`src/rtl/traffic_phase_timer.sv`:
```
// ============================================================================
// Module      : traffic_phase_timer
// Description : Interval timer that paces traffic_light_controller. It decodes
//               the active phase from the light outputs, reloads a per-phase
//               duration, counts it down in prescaled ticks and raises
//               timer_done when the phase time has expired.
// Revision    : 1.0 - initial release
// ============================================================================
`timescale 1ns/1ps
`default_nettype none

module traffic_phase_timer #(
    parameter int CNT_W      = 8,
    parameter int PRESCALE   = 100,
    parameter int GARB_TICKS = 60,
    parameter int AARB_TICKS = 5,
    parameter int RAGB_TICKS = 40,
    parameter int RAAB_TICKS = 5
) (
    input  logic             clk,
    input  logic             rstn,
    input  logic [6:0]       traffic_out,
    input  logic             enable,
    input  logic             cfg_we,
    input  logic [1:0]       cfg_sel,
    input  logic [CNT_W-1:0] cfg_data,
    output logic             timer_done,
    output logic [1:0]       phase,
    output logic [CNT_W-1:0] remaining,
    output logic             phase_err
);

    // Phase encoding, shared with cfg_sel.
    localparam logic [1:0] c_garb = 2'd0;
    localparam logic [1:0] c_aarb = 2'd1;
    localparam logic [1:0] c_ragb = 2'd2;
    localparam logic [1:0] c_raab = 2'd3;

    // Prescaler sizing; a prescale of 1 still keeps a one-bit counter stuck at 0.
    localparam int c_ps_w = (PRESCALE > 1) ? $clog2(PRESCALE) : 1;
    localparam logic [c_ps_w-1:0] c_ps_max = c_ps_w'(PRESCALE - 1);

    localparam logic [CNT_W-1:0] c_garb_dur = CNT_W'(GARB_TICKS);
    localparam logic [CNT_W-1:0] c_aarb_dur = CNT_W'(AARB_TICKS);
    localparam logic [CNT_W-1:0] c_ragb_dur = CNT_W'(RAGB_TICKS);
    localparam logic [CNT_W-1:0] c_raab_dur = CNT_W'(RAAB_TICKS);

    // A zero duration would expire instantly; it is treated as one tick.
    function automatic logic [CNT_W-1:0] f_load(input logic [CNT_W-1:0] d);
        return (d == '0) ? CNT_W'(1) : d;
    endfunction

    logic [1:0]        r_phase;
    logic [CNT_W-1:0]  r_remaining;
    logic [c_ps_w-1:0] r_prescale;
    logic              r_phase_err;
    logic [CNT_W-1:0]  r_dur [4];

    logic [1:0]        w_decoded;
    logic              w_legal;
    logic              w_change;
    logic [CNT_W-1:0]  w_reload;
    logic [1:0]        w_phase_nxt;
    logic [CNT_W-1:0]  w_remaining_nxt;
    logic [c_ps_w-1:0] w_prescale_nxt;
    logic              w_err_nxt;
    logic              w_unused;

    // Bit 0 of the controller output carries no light information.
    assign w_unused = traffic_out[0];

    // Light pattern decode; anything outside the four legal patterns is a fault.
    always_comb begin
        w_decoded = c_garb;
        w_legal   = 1'b1;
        case (traffic_out[6:1])
            6'b001_100: w_decoded = c_garb;
            6'b010_100: w_decoded = c_aarb;
            6'b100_001: w_decoded = c_ragb;
            6'b100_010: w_decoded = c_raab;
            default:    w_legal   = 1'b0;
        endcase
    end

    // Duration bank; a write arriving with a reload into the same phase is
    // forwarded so the new value is the one loaded.
    always_ff @(posedge clk or negedge rstn) begin
        if (!rstn) begin
            r_dur[0] <= c_garb_dur;
            r_dur[1] <= c_aarb_dur;
            r_dur[2] <= c_ragb_dur;
            r_dur[3] <= c_raab_dur;
        end else if (cfg_we) begin
            r_dur[cfg_sel] <= cfg_data;
        end
    end

    assign w_change = w_legal && (w_decoded != r_phase);
    assign w_reload = f_load((cfg_we && (cfg_sel == w_decoded)) ? cfg_data
                                                                 : r_dur[w_decoded]);

    // Next-state: reload on phase entry, otherwise tick down while enabled and legal.
    always_comb begin
        w_phase_nxt     = r_phase;
        w_remaining_nxt = r_remaining;
        w_prescale_nxt  = r_prescale;
        w_err_nxt       = r_phase_err | ~w_legal;
        if (w_change) begin
            w_phase_nxt     = w_decoded;
            w_remaining_nxt = w_reload;
            w_prescale_nxt  = '0;
        end else if (w_legal && enable) begin
            if (r_prescale == c_ps_max) begin
                w_prescale_nxt = '0;
                if (r_remaining != '0) begin
                    w_remaining_nxt = r_remaining - CNT_W'(1);
                end
            end else begin
                w_prescale_nxt = r_prescale + c_ps_w'(1);
            end
        end
    end

    // State register with asynchronous clear to the power-on phase.
    always_ff @(posedge clk or negedge rstn) begin
        if (!rstn) begin
            r_phase     <= c_garb;
            r_remaining <= f_load(c_garb_dur);
            r_prescale  <= '0;
            r_phase_err <= 1'b0;
        end else begin
            r_phase     <= w_phase_nxt;
            r_remaining <= w_remaining_nxt;
            r_prescale  <= w_prescale_nxt;
            r_phase_err <= w_err_nxt;
        end
    end

    // Outputs; done drops the same cycle the lights move so it is never stale.
    always_comb begin
        timer_done = (r_remaining == '0) && w_legal && (w_decoded == r_phase)
                     && !r_phase_err;
        phase      = r_phase;
        remaining  = r_remaining;
        phase_err  = r_phase_err;
    end

endmodule

`default_nettype wire

```
`config.mk`:
```
export PLATFORM = sky130hd
export DESIGN_NAME = traffic_phase_timer
export DESIGN_NICKNAME = d
export VERILOG_FILES = /design/src/rtl/traffic_phase_timer.sv
export SDC_FILE = /design/constraint.sdc
export NUM_CORES = 1
export LEC_CHECK = 0
export ABC_AREA = 1
export CORE_ASPECT_RATIO = 1.5
export CORE_UTILIZATION = 51
export CTS_CLUSTER_DIAMETER = 60
export DETAILED_ROUTE_END_ITERATION = 8
export PLACE_DENSITY = 0.76
export SLEW_MARGIN = 20
export SYNTH_ARGS = -nofsm -noshare
export SYNTH_HDL_FRONTEND = slang
export SYNTH_SLANG_ARGS = --single-unit
```
`constraint.sdc`:
```
create_clock -name clk -period 1.68 [get_ports clk]
set_input_delay 0.252 -clock clk [delete_from_list [all_inputs] [get_ports clk]]
set_output_delay 0.252 -clock clk [all_outputs]
set_load 0.05 [all_outputs]
```
# Word-level counts from Yosys, hierarchy flattened

Index checks and enable logic that the tools add are counted.

$add $sub $neg: 2
Multiply operators: 0
Divide/modulo/power cells: 0
Magnitude comparators: 3
Eq/ne operators: 8
Shifts and indexed selects: 0
Muxes and demuxes: 17
Bitwise logic cells: 4
Reduce and logical (&&, ||, !) cells: 16

Operators with widths:

| cell                  | number |
|---|---|
| $mux W8               | 9 |
| $bwmux W32            | 1 |
| $mux W7               | 3 |
| $bmux W8 S2           | 1 |
| $demux W8 S2          | 1 |
| $logic_not A8 Y1      | 2 |
| $eq A6 B6 Y1 const B  | 2 |
| $reduce_bool A8 Y1    | 1 |
| $sub A8 B1 Y8 const B | 1 |
| $add A7 B1 Y7 const B | 1 |
| $eq A7 B7 Y1 const B  | 1 |
| $logic_and A1 B1 Y1   | 7 |
| $eq A6 B4 Y1 const B  | 1 |
| $eq A6 B5 Y1 const B  | 1 |
| $ge A3 B3 Y1 const B  | 2 |
| $not A2 Y3            | 2 |
| $pmux W2 S3           | 1 |
| $reduce_bool A2 Y1    | 3 |
| $eq A2 B2 Y1          | 2 |
| $reduce_or A4 Y1      | 1 |
| $lt A3 B1 Y1 const B  | 1 |
| $reduce_and A3 Y1     | 1 |
| $ne A2 B2 Y1          | 1 |
| $logic_not A1 Y1      | 1 |
| other kinds (3)       | 3 |

Bits in registers: 50
Latch bits: 0
RAM bits: 0
ROM bits: 0
Bits of input ports: 21
Memories kept: 0

# Logic depth before layout (Yosys ltp)

Word-level depth: 10
Mapped depth: 16

# Worst setup path after synthesis

No wires, ideal clock.

Path type: flip-flop to output port
Start point: register r_remaining[0], in the netlist remaining[0]
End point: output port timer_done
Arrival time: 2431 ps
Data required time: 1428 ps
Path slack: -1003 ps
Cell stages (with the launch flop): 9
Cells stage by stage: dfrtp_1 inv_1 ha_1 nand3_1 nor2_1 nand2_1 nor2_1 nand2_1 nor3_1

Cells in the longest elaborated chain, start to end: 4

RTL lines:

| element                           | line | text |
|---|---|---|
| from (decl)                       | 54   | `logic [CNT_W-1:0] r_remaining;` |
| from (signal assigned)            | 128  | `r_remaining <= f_load(c_garb_dur);` |
| from (signal assigned)            | 133  | `r_remaining <= w_remaining_nxt;` |
| $logic_not A8 Y1                  | 141  | `timer_done = (r_remaining == '0) && w_legal && (w_decoded == r_phase)` |
| $logic_and A1 B1 Y1 (2 in series) | 141  |  |
| $logic_and A1 B1 Y1               | 142  | `&& !r_phase_err;` |
| to (decl)                         | 27   | `output logic timer_done,` |

No other way between the ends.

# Final worst setup path

Ends and elaborated chain as after synthesis.

==> flow_summary_export.csv <==
group,metric,value,unit
timing,fin_ws,-0.455,ns
worst_setup_path,slowest_stage,"dfrtp_2",
clock_tree,cts_buffers,5,
synth,synth-seq-cells,50,
place,place_congestion,0.837,
clock_tree,h-tree-depth,2,
worst_hold_path,hold_class,"primary input to async pin",
synth,avgSynthCellArea,7.57,µm²
timing,rsz0062_at_grt,"true",
clock_tree,clock_latency,0.31,ns
synth,ys_warn_count,0,
route,drtIter0Drc,189,
final_layout,post-route-util,0.751,
clock_tree,clk_pin_slew,0.10,ns
route,drt-total-wl,7.55,mm
route,dr.pass1.iters,4,
final_layout,drive_gt1_frac,0.337,
run,drv_cap,0,
place,dpl.cell_count,525,
clock_tree,clockRootBuffer,"clkbuf_8",
worst_setup_path,regToRegStartpoint,"remaining[0]",
synth,synth_top_area_share,0.311,
synth,synth_edf_count,0,
timing,max_freq,468,MHz
timing,hold_violations,0,
timing,relSlewSlack,0.626,
global_route,grt_pass1_wl,12.3,mm
final_layout,fin_cells,551,
floorplan,die_w,63.6,µm
place,place_hpwl,5.09,mm
run_status,outcome,"complete, but fails checks",
global_route,grt_max_degree,30,
route,vias,2881,
worst_setup_path,setup.worst_path.start_class,"flop",
timing,fin_skew,0.00818,ns
floorplan,row_count,33,
synth,synthArstFlopShare,1.00,
worst_setup_path,rr_endpoint,"remaining[2]",
synth,synth_area,2900,µm²
floorplan,dieArea,6000,µm²
power_and_ir_drop,ir_drop,0.000708,V
place,placed_area,3720,µm²
worst_setup_path,worstPathCellList,"inv_2, ha_4, nand3_4, nor2_4, nand2_2, nor2_4, nand2_2, buf_6, nor3_4, buf_12",
clock_tree,clock_path_buffers,2,
worst_setup_path,criticalPathCategory,"flop to output pin",
global_route,antenna_found_initial,0,
final_layout,final_area,4120,µm²
worst_setup_path,critPathMaxFanout,2,
floorplan,die_h,94.4,µm
synth,yosysMostFrequentCell,"nand2_1",
final_layout,num_antenna_cells,0,
worst_setup_path,crit_family,"simple AND/OR/NAND/NOR gates",
route,post-route-drc-count,0,
global_route,grt_pass1_vias,2799,
timing,tightest_slew,0.561,ns
synth,ys_types,35,
power_and_ir_drop,powerDensity,1200,nW/µm²
final_layout,area_delta_synth_final,42.1,%
worst_setup_path,cpPeakStageDelay,0.42,ns
synth,yosysSeqAreaShare,0.437,
synth,synth.area.top_cells,"dfrtp_1 31%, nand2_1 13%, dfstp_2 13%",
global_route,grt_overflow,0,
timing,holdWs,0.453,ns
timing,finalMaxSlewViolations,0,
synth,synthFlopType,"dfrtp_1",
worst_setup_path,rr_worst_depth,15,
route,ant_nets,0,
worst_setup_path,worstSetupEndpointType,"output pin",
worst_setup_path,cp.arrival,1.88,ns
synth,synth_common_cells,"104 x nand2_1, 58 x inv_1, 38 x o21ai_0",
timing,setup_viol,9,
power_and_ir_drop,power_leakage,2.05,nW
route,vias_per_cell,5.23,
timing,fin_crit_sh,1.27,
global_route,global_route.usage.total,0.263,
worst_setup_path,required,1.43,ns
final_layout,nNetsFinal,503,
synth,syn_nets,406,
synth,syn_inst,383,
run_status,violations,"negative setup slack",
floorplan,core_area,5490,µm²
synth,yosysTopAreaCell,"dfrtp_1",
final_layout,num-fill-cells,377,
timing,setup_tns,-2.86,ns
floorplan,io_pins,33,
floorplan,start_util,0.528,
place,io_buffers,31,
clock_tree,cts_tree,"yes",
worst_setup_path,crit_buf_inv,3,
worst_setup_path,reg2reg_slack,-0.37,ns
route,wl_per_cell,13.7,µm
timing,fin_crit,2.13,ns
clock_tree,cts_sinks,50,
-- per-stage QoR --
| stage | total power [W] | worst slack (ns) |
|---|---|---|
| finish | 0.00494 | -0.455 |
| global route | 0.00522 | -0.540 |
| CTS | 0.00482 | -0.517 |
| detailed placement | 0.00381 | -0.602 |
| global placement | 0.00374 | -0.553 |
| floorplan | 0.00288 | -0.185 |
-- repair_timing --
action                                  4_1_cts  5_1_grt
pin swaps                                    14       18
resized for setup                            29       30
endpoints found under the hold margin        17        0
gates cloned                                  1        1
hold buffers                                  1        0
setup buffers                                10        7
endpoints found under the setup margin       16       15
-- sequential cells by signal, summed over array words and instances (netlist names) --
| register | flops |
|---|---|
| phase_err | 1 |
| remaining | 8 |
| phase | 2 |
| r_dur | 32 |
| r_prescale | 7 |
-- final cells by class --
cell class | instances | area, µm² | area share
clock buffers | 5 | 68.8 | 0.0167
clock inverters | 3 | 45.0 | 0.0109
inverters | 62 | 233 | 0.0564
multi-input cells | 259 | 1480 | 0.359
flip-flops and latches | 50 | 1270 | 0.308
well taps | 70 | 87.6 | 0.0212
repair buffers | 102 | 936 | 0.227
-- metal layers --
metal,routed length [µm],vias to the layer above,global-route usage
met5,0,-,0
met4,178,0,0.121
met3,253,16,0.0399
met2,4160,74,0.488
met1,2950,1369,0.293
li1,-,1422,-
-- cells by family after synthesis --
family | Yosys count | share of synthesized area
compound gates | 70 | 0.130
xor+xnor | 5 | 0.0151
fa+ha+maj | 2 | 0.00863
buf+inv | 75 | 0.113
flops | 50 | 0.437
simple gates | 181 | 0.296
-- power breakdown --
| group | leakage, nW | internal, W | switching (W) |
|---|---|---|---|
| Sequential | 0.581 | 0.00156 | 0.000218 |
| Combinational | 1.42 | 0.00103 | 0.00126 |
| Clock | 0.0504 | 0.000443 | 0.000425 |
-- cell usage in the layout (no fill, tap or decap), types with 6 or more instances in the layout --
cell and instances:
nand2_4 7, clkbuf_2 6, nand3_1 31, o21ai_1 10
buf_6 6, dfrtp_1 34, nor2_1 10, dfstp_2 14
o21ai_0 37, nand2_2 7, buf_12 9, a21oi_1 8
clkdlybuf4s50_1 12, nand2_1 96, inv_1 54, inv_2 7
buf_4 66
-- how the worst max path moves through the flow --
stage / startpoint / endpoint / slack (ns) / cells after the start
floorplan: remaining[3] / remaining[1] / -0.19 / 11
global placement: traffic_out[6] / remaining[0] / -0.55 / 16
detailed placement: traffic_out[5] / timer_done / -0.60 / 10
CTS: remaining[0] / timer_done / -0.52 / 10
global route: remaining[0] / timer_done / -0.54 / 10
finish: remaining[0] / timer_done / -0.45 / 10
-- worst register-to-register path, delay by kind of cell, from the launching register on --
kind            cells  cell delay, ns
buf+inv             5            0.59
simple gates        6            0.51
fa+ha+maj           1            0.15
compound gates      3            0.32
flops               1            0.42
Power figures use the tool's default switching activity.
